--- src/rtl/servo_pwm_gen_if.sv ---
// Interface between the PID controller side and the servo PWM stage:
// the duty request strobe and enable go in, the PWM waveform and status come out.
interface servo_pwm_gen_if;
   logic        en;
   logic [17:0] duty_in;
   logic        duty_valid;
   logic        pwm_out;
   logic        period_tick;
   logic [17:0] duty_active;
   logic        duty_clamped;

   modport master (
      output en, duty_in, duty_valid,
      input  pwm_out, period_tick, duty_active, duty_clamped
   );

   modport slave (
      input  en, duty_in, duty_valid,
      output pwm_out, period_tick, duty_active, duty_clamped
   );
endinterface

--- src/rtl/servo_pwm_gen.sv ---
// Fixed-period servo PWM generator with clamped, double-buffered duty.
// Pulse width is only updated at period boundaries so the servo never sees a glitch.
module servo_pwm_gen #(
   parameter int PERIOD_CNT  = 1000000,
   parameter int MIN_DUTY    = 50000,
   parameter int CENTER_DUTY = 75000,
   parameter int MAX_DUTY    = 100000,
   parameter int CNT_W       = 20
) (
   input  logic           clk,
   input  logic           rst_n,
   servo_pwm_gen_if.slave bus
);

   localparam int DW    = 18;
   localparam int CMP_W = (CNT_W > DW) ? CNT_W : DW;

   localparam logic [DW-1:0]    MIN_D    = DW'(MIN_DUTY);
   localparam logic [DW-1:0]    MAX_D    = DW'(MAX_DUTY);
   localparam logic [DW-1:0]    CENTER_D = DW'(CENTER_DUTY);
   localparam logic [CNT_W-1:0] LAST_CNT = CNT_W'(PERIOD_CNT - 1);

   typedef enum logic {IDLE, RUN} state_t;

   state_t           state;
   logic [CNT_W-1:0] cnt;
   logic [DW-1:0]    shadow;
   logic [DW-1:0]    duty_active_q;
   logic             pwm_q;
   logic             tick_q;
   logic             clamped_q;

   logic [DW-1:0]    duty_in_clamped;
   logic             duty_out_of_range;
   logic [DW-1:0]    next_duty;

   always_comb begin
      duty_in_clamped   = bus.duty_in;
      duty_out_of_range = 1'b0;
      if (bus.duty_in < MIN_D) begin
         duty_in_clamped   = MIN_D;
         duty_out_of_range = 1'b1;
      end else if (bus.duty_in > MAX_D) begin
         duty_in_clamped   = MAX_D;
         duty_out_of_range = 1'b1;
      end
      // A strobe in the boundary cycle bypasses the shadow so it lands in the new period.
      next_duty = bus.duty_valid ? duty_in_clamped : shadow;
   end

   // NOTE: all state updates use non-blocking assignments so every register samples
   // pre-edge values; the asynchronous reset sits in the sensitivity list.
   always_ff @(posedge clk or negedge rst_n) begin
      if (!rst_n) begin
         state         <= IDLE;
         cnt           <= '0;
         shadow        <= CENTER_D;
         duty_active_q <= CENTER_D;
         pwm_q         <= 1'b0;
         tick_q        <= 1'b0;
         clamped_q     <= 1'b0;
      end else begin
         tick_q    <= 1'b0;
         clamped_q <= bus.duty_valid & duty_out_of_range;
         if (bus.duty_valid) begin
            shadow <= duty_in_clamped;
         end

         case (state)
            IDLE: begin
               cnt   <= '0;
               pwm_q <= 1'b0;
               if (bus.en) begin
                  duty_active_q <= next_duty;
                  state         <= RUN;
               end
            end
            RUN: begin
               pwm_q <= (CMP_W'(cnt) < CMP_W'(duty_active_q));
               if (cnt == LAST_CNT) begin
                  cnt    <= '0;
                  tick_q <= 1'b1;
                  if (bus.en) begin
                     duty_active_q <= next_duty;
                  end else begin
                     state <= IDLE;
                  end
               end else begin
                  cnt <= cnt + CNT_W'(1);
               end
            end
            default: state <= IDLE;
         endcase
      end
   end

   assign bus.pwm_out      = pwm_q;
   assign bus.period_tick  = tick_q;
   assign bus.duty_active  = duty_active_q;
   assign bus.duty_clamped = clamped_q;

endmodule
--- src/flat_wrapper.sv ---
// flat-port wrapper written by rule: the top's interface ports become plain ports
module servo_pwm_gen_flat 
#(
   parameter int PERIOD_CNT  = 1000000,
   parameter int MIN_DUTY    = 50000,
   parameter int CENTER_DUTY = 75000,
   parameter int MAX_DUTY    = 100000,
   parameter int CNT_W       = 20
)
  (clk, rst_n, bus_en, bus_duty_in, bus_duty_valid, bus_pwm_out, bus_period_tick, bus_duty_active, bus_duty_clamped);
  servo_pwm_gen_if bus_i ();
  input  logic clk;
  input  logic rst_n;
  input wire logic [$bits(bus_i.en)-1:0] bus_en;
  input wire logic [$bits(bus_i.duty_in)-1:0] bus_duty_in;
  input wire logic [$bits(bus_i.duty_valid)-1:0] bus_duty_valid;
  output wire logic [$bits(bus_i.pwm_out)-1:0] bus_pwm_out;
  output wire logic [$bits(bus_i.period_tick)-1:0] bus_period_tick;
  output wire logic [$bits(bus_i.duty_active)-1:0] bus_duty_active;
  output wire logic [$bits(bus_i.duty_clamped)-1:0] bus_duty_clamped;
  assign bus_i.en = bus_en;
  assign bus_i.duty_in = bus_duty_in;
  assign bus_i.duty_valid = bus_duty_valid;
  assign bus_pwm_out = bus_i.pwm_out;
  assign bus_period_tick = bus_i.period_tick;
  assign bus_duty_active = bus_i.duty_active;
  assign bus_duty_clamped = bus_i.duty_clamped;
  servo_pwm_gen #(.PERIOD_CNT(PERIOD_CNT), .MIN_DUTY(MIN_DUTY), .CENTER_DUTY(CENTER_DUTY), .MAX_DUTY(MAX_DUTY), .CNT_W(CNT_W)) u_core (.clk(clk), .rst_n(rst_n), .bus(bus_i));
endmodule
--- config.mk ---
export PLATFORM = sky130hd
export DESIGN_NAME = servo_pwm_gen_flat
export DESIGN_NICKNAME = d
export VERILOG_FILES = /design/src/rtl/servo_pwm_gen_if.sv /design/src/rtl/servo_pwm_gen.sv /design/src/flat_wrapper.sv
export SDC_FILE = /design/constraint.sdc
export NUM_CORES = 1
export LEC_CHECK = 0
export ABC_AREA = 1
export BUFFER_PORTS_ARGS = -buffer_cell sky130_fd_sc_hd__buf_2
export CAP_MARGIN = 5
export CELL_PAD_IN_SITES_DETAIL_PLACEMENT = 0
export CELL_PAD_IN_SITES_GLOBAL_PLACEMENT = 1
export CORE_UTILIZATION = 32
export DETAILED_ROUTE_END_ITERATION = 8
export PLACE_DENSITY = 0.7
export SYNTH_ARGS = -nofsm -noshare
export SYNTH_HDL_FRONTEND = slang
export SYNTH_SLANG_ARGS = --single-unit
--- constraint.sdc ---
create_clock -name clk -period 1.56 [get_ports clk]
set_input_delay 0.078 -clock clk [delete_from_list [all_inputs] [get_ports clk]]
set_output_delay 0.078 -clock clk [all_outputs]
set_load 0.02 [all_outputs]
-- After elaboration in Yosys (flattened, before gate mapping)
Cells that the tools add are included.
- register bits after elaboration: 60
- input port bits: 22
- output and inout port bits: 21
- logic and storage cells: 31
- add/sub/neg operators: 1
- $lt $le $gt $ge: 3
- equality and inequality tests: 2
- mux-type cells: 16
- bitwise logic cells: 2
- operators by type and width (cell ; number):
    $mux W18 ; 5
    $pmux W20 S2 ; 1
    $pmux W18 S2 ; 1
    $add A20 B1 Y20 const B ; 1
    $eq A20 B20 Y1 const B ; 1
    $lt A20 B18 Y1 ; 1
    $mux W20 ; 1
    $gt A18 B17 Y1 const B ; 1
    $lt A18 B16 Y1 const B ; 1
    $mux W1 ; 6
    $pmux W1 S2 ; 2
    $ne A2 B2 Y1 const B ; 1
    $and A1 B1 Y1 ; 1
    $not A1 Y1 ; 1

-- Depth between registers and ports, before layout
Gate-level depths: netlist (run 1).
- depth after elaboration: 7
- gate-level depth with buffers: 12

-- Worst setup path before layout (run 1)
No wires, ideal clock.
- path type: reg2reg
- from: register u_core.duty_active_q[16], in the netlist u_core.bus.duty_active[16]
- to: register u_core.pwm_q, in the netlist u_core.bus.pwm_out
- setup time: 0.120 ns
- arrival: 1.432 ns
- data required time: 1.440 ns
- path slack: 0.008 ns
- stages on the path, launching flop included: 10
- buffers on the path: 0
- clock period less this slack: 1.552 ns
- cell sequence: dfstp_2 inv_1 ha_1 nand2_1 nor3_1 nand2_1 inv_1 nand4_1 nand3_1 nor2_1
- longest elaborated chain between the ends: 2
- RTL lines (what ; RTL line ; text):
    start: declaration ; servo_pwm_gen.sv:28 ; logic [DW-1:0] duty_active_q;
    start signal: assignment ; servo_pwm_gen.sv:74 ; duty_active_q <= next_duty;
    start signal: assignment ; servo_pwm_gen.sv:84 ; duty_active_q <= next_duty;
    $lt A20 B18 Y1 ; servo_pwm_gen.sv:79 ; pwm_q <= (CMP_W'(cnt) < CMP_W'(duty_active_q));
    $pmux W1 S2 ; servo_pwm_gen.sv:69 ; case (state)
    end signal: assignment ; servo_pwm_gen.sv:79 ;
    end: declaration ; servo_pwm_gen.sv:29 ; logic pwm_q;
Every way passes these cells.
A chain may end at the register's enable or synchronous reset.

-- Worst setup path after layout (run 1)
- from: register u_core.cnt[0]
- to: register u_core.cnt[18]
- longest elaborated chain between the ends: 3
- elaborated cells between the ends (all ways): 4
- classes of those cells: 1 x add/sub; 1 x eq/ne; 2 x mux
- RTL lines (what ; RTL line ; text):
    start: declaration ; servo_pwm_gen.sv:26 ; logic [CNT_W-1:0] cnt;
    start signal: assignment ; servo_pwm_gen.sv:89 ; cnt <= cnt + CNT_W'(1);
    $add A20 B1 Y20 or $eq A20 B20 Y1 (tied branches) ; servo_pwm_gen.sv:89, servo_pwm_gen.sv:80 ;
    $mux W20 (*) ; servo_pwm_gen.sv:80 ; if (cnt == LAST_CNT) begin
    $pmux W20 S2 (*) ; servo_pwm_gen.sv:69 ;
Every way passes the cells marked *; elsewhere a longest branch is shown, timed or not.

==> results.md, run 1 <==
* Per-cell routed wire length at around 13 um
* Post-Synthesis Cells at approximately 420
* Global-route wire length before repair at 13.52 mm
* TritonCTS clock tree: yes
* Area grow syn2layout at 30.89%
* Critical Path Sink Type: flip-flop
* I/O Pins at 43
* Relative slew margins at between 60% and 70%
* CP Cell Sequence: ha_2 -> nand3_4 -> nor2_4 -> nand2_2 -> nor3_4 -> nand2_2 -> nor2_1 -> nand2_1 -> nand2_1 -> nor2_1
* CP Buf/Inv Count at 0
* Clk buf depth at 2
* VDD IR-drop max at 0.4628 mV
* Max-cap viol count at 0
* Total Wirelength at between 8 and 9 mm
* CP max-delay cell: dfrtp_1
* Least-Margin Pin Slew at 0.4616 ns
* ANT cells at 0
* RSZ-0062 raised after global routing: true
* Post-synth EDFFs at 0
* Result of the run: finished, violations left
* Failing checks: setup timing
* Share of post-route cells with drive strength above 1 at 31.83%
* Rows at 36
* Register area share after synthesis at 45.87%
* Via Count at 2,926
* Final Power at ~0.0035 W
* H-tree depth at 3
* WP data required at between 1.5 and 2 ns
* Gr usage total at 15.85%
* Final setup violation count at 12
* Clock latency on the worst-skew pair at 0.35 ns
* Design area at 4342 um^2
* Final worst setup slack at -0.04880 ns
* Delay of the slowest critical-path stage at between 0.3 and 0.4 ns
* Final hold violation count at 0
* Antenna viol nets, final at 0
* DRC at 0
* Hold slack at roughly 0.012 ns
* Pwr per Cell Area at 813.7 nW/um^2
* First DRT Iteration DRCs at 91
* Die Ht at 103.8 um
* Grt total ovfl at 0
* Clk sinks at 60
* Worst clock skew at 0.01117 ns
* Crit-path leading delay family: simple AND/OR/NAND/NOR gates
* Post-DP Area at roughly 3900 um^2
* Clock Pin Slew Worst Setup and Hold Paths at 0.08 ns
* Final Cycle Share at 103.1%
* Chip width at just over 100 um
* FMAX at 621.6 MHz
* Warnings from Yosys at 0
* Type of the most critical hold path: in -> reg
* Die Area at 10,780 um^2
* Vias in the first global route at 2,803
* Routability Congestion at 0.8111
* I/O Buffers at 42
* Post-Syn Area per Cell at slightly below 8 um^2
* Core ar. at 9910 um^2
* Crit path DAT at 1.84 ns
* Detailed placement HPWL at 5.887 mm
* Initial antenna violation count at 0
* Yosys reg bits at 60
* Layout net count at 544
* Post-synth cell types at 32
* Ys async rst share at 100.0%
* Final Critical Period at about 1.6 ns
* Final slew viol count at 0
* Initial Utilization at between 30% and 40%
* Largest net degree at the start of global routing at 44
* Crit Path Max Fanout at 5
* Mapped Nets at 458
* Ys flop type: dfrtp_1
* First-pass iteration count of the detailed router at 6
* Pleak at between 2 and 2.5 nW
* Vias per Instance at ~4.6
* Netlist Area Pre-Place at 3317 um^2
* Startpoint types: flip-flop
* Root Driver: clkbuf_8
* TritonCTS buffer count at 9
* Kind of critical path: reg -> reg
## cells in the mapped netlist (8+ instances only)
library cell | instances | share of area, %
nor2_1 | 42 | 4.8
nand3_1 | 26 | 3.9
nand2_1 | 124 | 14
dfrtp_1 | 44 | 33
inv_1 | 48 | 5.4
nand4_1 | 8 | 1.5
nand2_2 | 9 | 1.7
a21oi_1 | 17 | 2.6
dfstp_2 | 16 | 13
ha_1 | 18 | 6.8
o21ai_0 | 8 | 1.2
inv_2 | 9 | 1.0
## worst reg2reg max path, delay by kind of cell, from the launching register on
family                   cells  cell delay [ns]
AND/OR/NAND/NOR              9             0.91
flip-flops                   1             0.37
adder cells (fa/ha/maj)      1             0.23
## logic make-up (layout without fill, tap and decap cells)
family	after synthesis	in the layout	share of synthesized area, %
AND/OR/NAND/NOR	231	231	30.82
AO/OA/AOI/OAI	39	39	6.903
buffers and inverters	64	155	8.034
flip-flops	60	60	45.87
XOR/XNOR	6	6	1.584
adder cells (fa/ha/maj)	18	18	6.790
## layout by cell type, fill, tap and decap left out, drive strengths merged, types with 2 or more instances in the layout
cell type and count:
and2 3, nor2 43, clkinvlp 2, dlygate4sd3 4, xor2 6, or2 6
dfrtp 44, clkinv 2, buf 74, nand3 27, ha 18, bufinv 2
clkbuf 12, o21ai 15, dfstp 16, nor3 8, nand4 8, a21boi 4
a21oi 18, inv 58, nand2 136
## flip-flops by register name, summed over array words and instances, names as in the netlist
signal and cells:
u_core.bus.duty_clamped 1, u_core.bus.pwm_out 1, u_core.shadow 18, u_core.bus.duty_active 18, u_core.bus.period_tick 1, u_core.cnt 20
u_core.state 1
## worst paths after layout
| kind | depth (start not counted) | slack [ns] | endpoint | from |
|---|---|---|---|---|
| max | 10 | -0.05 | u_core.cnt[18] | u_core.cnt[0] |
| max in group asynchronous | 3 | 0.70 | u_core.bus.duty_active[4] | rst_n |
| max reg2reg | 10 | -0.05 | u_core.cnt[18] | u_core.cnt[0] |
| min | 3 | 0.01 | u_core.shadow[2] | bus_duty_in[2] |
| min in group asynchronous | 2 | 0.21 | u_core.cnt[12] | rst_n |
| min reg2reg | 2 | 0.48 | u_core.shadow[0] | u_core.shadow[0] |
## layout make-up
| class | count | area [um^2] |
|---|---|---|
| inverter | 59 | 231.5 |
| timing repair buffer | 80 | 559.3 |
| clock inverter | 5 | 83.83 |
| multi-input combinational | 294 | 1627 |
| fill | 1038 | 5568 |
| tap | 133 | 166.4 |
| sequential | 60 | 1523 |
| clock buffer | 11 | 151.4 |
## power by group
part | total (W) | internal (W) | switching (W)
clock | 0.00165 | 0.000989 | 0.000661
combinational | 0.000261 | 0.000105 | 0.000156
sequential | 0.00162 | 0.00161 | 0.0000101
## metrics by stage
stage,utilization (%),TNS [ns],worst slack [ns],std cells
2_1_floorplan,-,0,0.008210,418
4_1_cts,42.46,-0.1016,-0.05538,638
5_1_grt,43.81,-2.582,-0.1818,642
3_3_place_gp,39.05,-0.09803,-0.06744,614
3_5_place_dp,39.05,-0.4670,-0.05708,614
6_report,43.81,-0.2405,-0.04880,642
## layer usage
layer | vias up | track usage [%] | wire [um] | share of wire [%]
li1 | 1495 | - | - | -
met1 | 1367 | 20.56 | 3802 | 46
met2 | 51 | 25.71 | 3996 | 48
met3 | 13 | 3.335 | 322 | 3.9
met4 | 0 | 6.327 | 123 | 1.5
met5 | - | 0 | 0 | 0
## what timing repair did
item                                    CTS  global route
hold buffers                              5             0
resized for setup                        10            23
hold endpoints to repair                 21             0
pin swaps                                 9            11
cloned                                    0             1
endpoints found under the setup margin   25            34
setup buffers                             3             4
No activity file was read; power rests on OpenSTA's default activity.
==> run 2, diff against run 1 <==
--- a/config.mk
+++ b/config.mk
@@ -5,14 +5,14 @@
 export SDC_FILE = /design/constraint.sdc
 export NUM_CORES = 1
 export LEC_CHECK = 0
-export ABC_AREA = 1
 export BUFFER_PORTS_ARGS = -buffer_cell sky130_fd_sc_hd__buf_2
 export CAP_MARGIN = 5
 export CELL_PAD_IN_SITES_DETAIL_PLACEMENT = 0
 export CELL_PAD_IN_SITES_GLOBAL_PLACEMENT = 1
 export CORE_UTILIZATION = 32
 export DETAILED_ROUTE_END_ITERATION = 8
-export PLACE_DENSITY = 0.7
+export PLACE_DENSITY_LB_ADDON = 0.1
+export SETUP_SLACK_MARGIN = 0.3
 export SYNTH_ARGS = -nofsm -noshare
 export SYNTH_HDL_FRONTEND = slang
 export SYNTH_SLANG_ARGS = --single-unit
==> results.md, run 2 <==
* Result of the run: finished, violations left
* Failing checks: setup timing
* Adder-cell share of the synthesized area at 7.064% (+0.27 points)
* Critical Path Sink Type: flip-flop
* Busiest grt layer: met2
* Least-Margin Pin Slew at 0.4342 ns (-0.02744 ns)
* Largest net degree at the start of global routing at 61 (+39%)
* Pwr per Cell Area at 791.5 nW/um^2 (-2.7%)
* Post-synth EDFFs at 0 (unchanged)
* Crit path DAT at 2.26 ns (+0.42 ns)
* Delay of the slowest critical-path stage at 0.56 ns (+0.19 ns)
* Global-route wire length before repair at 14.23 mm (+5.2%)
* Crit Path Max Fanout at 6 (+1)
* Met1 layer usage reported by global route at 25.04% (+4.5 points)
* Synth Area in Simple Gates at 16.72% (-14 points)
* GR Util met2 at 29.63% (+3.9 points)
* Core ar. at 9729 um^2 (-1.8%)
* Die Area at 10,370 um^2 (-3.8%)
* First DRT Iteration DRCs at 49 (-46%)
* Main combinational cell family by area after synthesis: simple AND/OR/NAND/NOR gates
* Worst clock skew at 0.008796 ns (-0.002372 ns)
* Routability Congestion at 0.8406 (+3.6%)
* Root Driver: clkbuf_8
* Warnings from Yosys at 0 (unchanged)
* Most common cell after layout, fill and taps aside: buf_4
* Grt total ovfl at 0 (unchanged)
* Synth top area share at 34.54% (+1.3 points)
* Post-synth cell types at 51 (+59%)
* Met3 Track Usage GR at 3.010% (-0.33 points)
* Gr usage total at 18.30% (+2.4 points)
* Vias in the first global route at 2,697 (-3.8%)
* Area grow syn2layout at 48.86%
* Commonest cells post-synth: nor2_1 (45), dfrtp_1 (44), inv_1 (32)
* Initial antenna violation count at 0 (unchanged)
* CP Cell Sequence: nand3b_1 -> or4_4 -> o22ai_4 -> buf_6 -> mux2i_4 -> o31ai_4
* Pleak at 2.206 nW (-1.8%)
* Yosys reg bits at 60 (unchanged)
* Biggest register: u_core.cnt
* Chip width at 101.8 um (-1.9%)
* Design area at 4746 um^2 (+9.3%)
* Startpoint types: flip-flop
* Antenna viol nets, final at 0 (unchanged)
* Max-cap viol count at 0 (unchanged)
* Initial Utilization at 32.77% (-0.70 points)
* Final Power at 0.003756 W (+6.3%)
* Post-Synthesis Cells at 316 (-24%)
* CP max-delay cell: or4_4
* Clock Pin Slew Worst Setup and Hold Paths at 0.07 ns (about the same)
* Post-synthesis mux area share at 3.100% (+3.1 points)
* Ys async rst share at 100.0% (unchanged)
* Mapped Nets at 356 (-22%)
* Final slew viol count at 0 (unchanged)
* Final setup violation count at 39 (+27)
* Clock latency on the worst-skew pair at 0.34 ns (about the same)
* Final Critical Period at 2.005 ns (+0.3966 ns)
* Layout net count at 469 (-14%)
* Via Count at 2,673 (-8.6%)
* Yosys top cell by area: dfrtp_1
* Vias per Instance at 4.714 (+3.4%)
* WP data required at 1.81 ns (+0.02 ns)
* DRC at 0 (unchanged)
* Per-cell routed wire length at 15.43 um (+20%)
* Most frequent cell after synthesis: nor2_1
* Register area share after synthesis at 47.72% (+1.9 points)
* Max FFs per register at 20 (unchanged)
* FMAX at 498.7 MHz (-20%)
* Flop2flop setup slack at -0.45 ns (-0.40 ns)
* Crit-path leading delay family: simple AND/OR/NAND/NOR gates
* Post-Syn Area per Cell at 10.09 um^2 (+27%)
* Final Cycle Share at 128.5% (+25 points)
* Main area contributors after synthesis: dfrtp_1 (35%), dfstp_2 (13%), ha_1 (7.1%)
* Share of post-route cells with drive strength above 1 at 47.47% (+16 points)
* RSZ-0062 raised after global routing: true
* Rows at 36 (unchanged)
* I/O Pins at 43 (unchanged)
* Detailed placement HPWL at 6.294 mm (+6.9%)
* Compound-Gate Fraction of Synth Area at 14.25% (+7.3 points)
* Final worst setup slack at -0.4454 ns (-0.3966 ns)
* Kind of critical path: reg -> reg
* ANT cells at 0 (unchanged)
* Ys flop type: dfrtp_1
* First-pass iteration count of the detailed router at 4 (-2)
* VDD IR-drop max at 0.3843 mV (-17%)
* Most frequent cells in the layout: buf_4 (60), dfrtp_1 (44), nor2_1 (39), buf_2 (38), inv_1 (28)
* Relative slew margins at 71.06% (+1.8 points)
* I/O Buffers at 42 (unchanged)
* TritonCTS buffer count at 9 (unchanged)
* Final Non-Filler Cells at 567 (-12%)
* # placed instances at 547 (-11%)
* TritonCTS clock tree: yes
* Clk buf depth at 2 (unchanged)
* H-tree depth at 3 (unchanged)
* Final hold violation count at 0 (unchanged)
* Post-DP Area at 4106 um^2 (+6.1%)
* CP Buf/Inv Count at 1 (+1)
* Hold slack at 0.03048 ns (+0.01854 ns)
* Die Ht at 101.8 um (-1.9%)
* Type of the most critical hold path: in -> reg
* Total Wirelength at 8.746 mm (+6.1%)
* Synth Area in XOR/XNOR at 4.945% (+3.4 points)
* Netlist Area Pre-Place at 3188 um^2 (-3.9%)
* Clk sinks at 60 (unchanged)
==> run 2: cell types whose count changed after synthesis, sizes merged, moves of 6 or more <==
cell / delta
a41oi: +9
inv: -25
mux2: +7
nand2: -116
nand3: -20
nor2b: +11
o21ai: -8
xnor2: +6
xor2: +6
==> run 2: final timing paths <==
check | end | startpoint | cells after the start
setup / recovery | u_core.bus.duty_active[6] | u_core.cnt[6] | 6
hold / removal | u_core.shadow[5] | bus_duty_in[5] | 3
setup reg to reg | u_core.bus.duty_active[6] | u_core.cnt[6] | 6
hold reg to reg | u_core.shadow[10] | u_core.shadow[10] | 2
max in group asynchronous | u_core.bus.duty_active[3] | rst_n | 3
min in group asynchronous | u_core.shadow[8] | rst_n | 3
==> run 2: cell type report <==
cell class,count,area [um^2]
well taps,133,166.4
repair buffers,112,832.0
inverters,32,120.1
fillers,954,4984
multi-input cells,214,1888
flip-flops and latches,60,1521
clock inverters,4,72.57
clock buffers,12,145.1
==> run 2: cells by family after synthesis <==
| kind of cell | after synthesis |
|---|---|
| AOI/OAI and AO/OA | 59 |
| xor gates and xnor gates | 18 |
| adders and majority gates | 18 |
| buffers and inverters | 42 |
| DFF | 60 |
| muxes | 9 |
| and+or+nand+nor | 110 |
==> run 2: per-layer routing <==
layer,part of all wire [%],vias to the layer above
li1,-,1322
met3,3.0,7
met4,1.2,0
met2,48,41
met1,48,1303
met5,0,-
==> run 2: report_power, final <==
part / switching (W) / leakage [nW] / internal [W]
combinational: 0.000293 / 1.37 / 0.000218
clock: 0.000638 / 0.107 / 0.000943
sequential: 0.0000274 / 0.728 / 0.00164
==> run 2: worst min-delay path, stage by stage <==
cell and delay (ns):
buf_2 0.12, nand2_1 0.09, a21oi_1 0.07
==> run 2: what timing repair did <==
item | in CTS | in global routing
setup buffers | 1 | 1
hold buffers | 1 | 0
cloned | 0 | 1
pin swaps | 9 | 12
endpoints found under the setup margin | 53 | 55
gates resized for setup | 35 | 37
hold endpoints to repair | 44 | 0
==> run 2: metrics by stage <==
step	setup TNS (ns)	util [%]	setup slack, ns
after floorplan	-6.052	-	-0.3530
after detailed placement	-16.35	42.21	-0.5526
after global placement	-15.68	42.21	-0.5291
after global routing	-15.17	48.78	-0.5151
final	-12.58	48.78	-0.4454
after CTS	-11.71	46.39	-0.4111
==> run 3, diff against run 2 <==
--- a/config.mk
+++ b/config.mk
@@ -9,7 +9,7 @@
 export CAP_MARGIN = 5
 export CELL_PAD_IN_SITES_DETAIL_PLACEMENT = 0
 export CELL_PAD_IN_SITES_GLOBAL_PLACEMENT = 1
-export CORE_UTILIZATION = 32
+export CORE_UTILIZATION = 40
 export DETAILED_ROUTE_END_ITERATION = 8
 export PLACE_DENSITY_LB_ADDON = 0.1
 export SETUP_SLACK_MARGIN = 0.3
==> results.md, run 3 (same netlist as run 2, synthesis figures left out) <==
* Antenna viol nets, final at 0 (unchanged)
* Total Wirelength at 8.347 mm (-4.6%)
* TritonCTS buffer count at 9 (unchanged)
* I/O Pins at 43 (unchanged)
* Critical Path Sink Type: flip-flop
* Internal at 0.002580 W (-7.8%)
* Met1 layer usage reported by global route at 31.11% (+6.1 points)
* Most common cell after layout, fill and taps aside: buf_4
* Startpoint types: flip-flop
* Multi-input gate area at 1877 um^2 (-0.60%)
* Register area at 1521 um^2 (unchanged)
* Biggest register: u_core.cnt
* Rows at 32 (-11%)
* TritonCTS clock tree: yes
* Setup TNS at -11.59 ns (+0.9908 ns)
* Crit-path leading delay family: simple AND/OR/NAND/NOR gates
* Relative slew margins at 78.43% (+7.4 points)
* FMAX at 512.4 MHz (+2.8%)
* Final Critical Period at 1.952 ns (-0.05383 ns)
* Share of post-route cells with drive strength above 1 at 50.34% (+2.9 points)
* Filler Cells Inserted at 659 (-31%)
* Failing checks: setup timing
* DRC at 0 (unchanged)
* Setup slack after placement at -0.3817 ns (+0.1708 ns)
* Chip width at 91.28 um (-10%)
* Root Driver: clkbuf_8
* Clock latency on the worst-skew pair at 0.34 ns (about the same)
* Global-route wire length before repair at 13.71 mm (-3.6%)
* Initial antenna violation count at 0 (unchanged)
* VDD IR-drop max at 0.4927 mV (+28%)
* Final slew viol count at 0 (unchanged)
* CP Buf/Inv Count at 1 (unchanged)
* Delay of the slowest critical-path stage at 0.46 ns (-0.10 ns)
* Reg power frac at 47.6% (+3.3 points)
* Type of the most critical hold path: in -> reg
* Pleak at 2.254 nW (+2.2%)
* RSZ-0062 raised after global routing: true
* Most frequent cells in the layout: buf_4 (59), dfrtp_1 (44), buf_2 (41), nor2_1 (36), inv_1 (26)
* CP max-delay cell: or4_4
* Least-Margin Pin Slew at 0.3236 ns (-0.1106 ns)
* Clk buf depth at 2 (unchanged)
* Per-cell routed wire length at 15.26 um (-1.1%)
* Final setup violation count at 39 (unchanged)
* Kind of critical path: reg -> reg
* I/O Buffers at 42 (unchanged)
* First-pass iteration count of the detailed router at 4 (unchanged)
* Crit Path Max Fanout at 6 (unchanged)
* Clk sinks at 60 (unchanged)
* GR Util met2 at 33.02% (+3.4 points)
* Die Ht at 91.28 um (-10%)
* Result of the run: finished, violations left
* WP data required at 1.83 ns (+0.02 ns)
* Detailed placement HPWL at 5.864 mm (-6.8%)
* Busiest grt layer: met2
* Final worst setup slack at -0.3915 ns (+0.05383 ns)
* Clock Pin Slew Worst Setup and Hold Paths at 0.07 ns (about the same)
* Vias per Instance at 4.921 (+4.4%)
* Max-cap viol count at 0 (unchanged)
* Via Count at 2,692 (+0.71%)
* Routability Congestion at 0.8118 (-3.4%)
* Max FFs per register at 20 (unchanged)
* Layout net count at 480 (+2.3%)
* Switching part of the total at 26.28% (+0.78 points)
* Grt total ovfl at 0 (unchanged)
* Final Cycle Share at 125.1% (-3.5 points)
* CP Cell Sequence: ha_4 -> nand4_4 -> or4_4 -> o22ai_4 -> buf_12 -> mux2_4 -> a31oi_4
* Area grow syn2layout at 51.02%
* ANT cells at 0 (unchanged)
* Gr usage total at 21.78% (+3.5 points)
* Initial Utilization at 41.26% (+8.5 points)
* Worst clock skew at 0.006347 ns (-0.002449 ns)
* Sw Pwr at 0.0009199 W (-4.0%)
* Power share of the combinational group at 14.9% (+1.3 points)
* Final hold violation count at 0 (unchanged)
* First DRT Iteration DRCs at 102 (+110%)
* H-tree depth at 3 (unchanged)
* Die Area at 8331 um^2 (-20%)
* Pwr per Cell Area at 727.0 nW/um^2 (-8.2%)
* Core ar. at 7727 um^2 (-21%)
* Clock group share of total power at 37.5% (-4.6 points)
* Vias in the first global route at 2,697 (unchanged)
* Largest net degree at the start of global routing at 61 (unchanged)
* Crit path DAT at 2.22 ns (-0.04 ns)
* Met3 Track Usage GR at 2.764% (-0.25 points)
[run 3: area by class of cell]
class / count / area share (%)
inverters: 32 / 2.495
clock buffers: 15 / 3.664
flip-flops and latches: 60 / 31.60
repair buffers: 123 / 20.50
multi-input cells: 214 / 38.98
clock inverters: 1 / 0.1040
well taps: 102 / 2.651
[run 3: tightest hold or removal path, stage by stage]
cell and delay (ns):
buf_2 0.12, nand2_1 0.08, a21oi_1 0.07
[run 3: power groups by stage]
| stage | Sequential, W | Combinational, W | Clock [W] |
|---|---|---|---|
| after floorplan | 0.00172 | 0.000190 | 0 |
| after global placement | 0.00169 | 0.000454 | 0 |
| after detailed placement | 0.00169 | 0.000457 | 0 |
| after CTS | 0.00167 | 0.000483 | 0.00133 |
| after global routing | 0.00167 | 0.000570 | 0.00139 |
| final | 0.00167 | 0.000520 | 0.00131 |
[run 3: final timing paths]
kind	cells after the start	end	from	slack, ns
max	7	u_core.bus.duty_active[7]	u_core.cnt[1]	-0.39
min	3	u_core.shadow[5]	bus_duty_in[5]	0.02
max reg2reg	7	u_core.bus.duty_active[7]	u_core.cnt[1]	-0.39
min reg2reg	2	u_core.shadow[10]	u_core.shadow[10]	0.52
max in group asynchronous	3	u_core.bus.duty_active[13]	rst_n	0.97
min in group asynchronous	3	u_core.shadow[8]	rst_n	0.27
[run 3: stage by stage]
stage               hold WS, ns  cell area (um^2)  power (W)  cells  util, %
CTS                    0.007538              4592   0.003478    545    59.42
detailed placement       0.1125              4110   0.002149    515    53.19
finish                  0.02087              4815   0.003500    547    62.31
floorplan               -0.2176              3296   0.001914    316        -
global route            0.03845              4815   0.003638    547    62.31
global placement         0.1143              4110   0.002145    515    53.19
[run 3: repair_timing]
action / 4_1_cts / 5_1_grt
hold buffers: 1 / 0
pin swaps: 8 / 13
endpoints found under the setup margin: 51 / 49
setup buffers: 10 / 2
endpoints found under the hold margin: 44 / 0
resized for setup: 41 / 38
cloned: 3 / 0
[run 3: per-layer routing]
| metal | part of all wire, % | vias to the layer above |
|---|---|---|
| met2 | 45 | 54 |
| met5 | 0 | - |
| met1 | 49 | 1275 |
| met3 | 3.7 | 12 |
| li1 | - | 1351 |
| met4 | 2.4 | 0 |
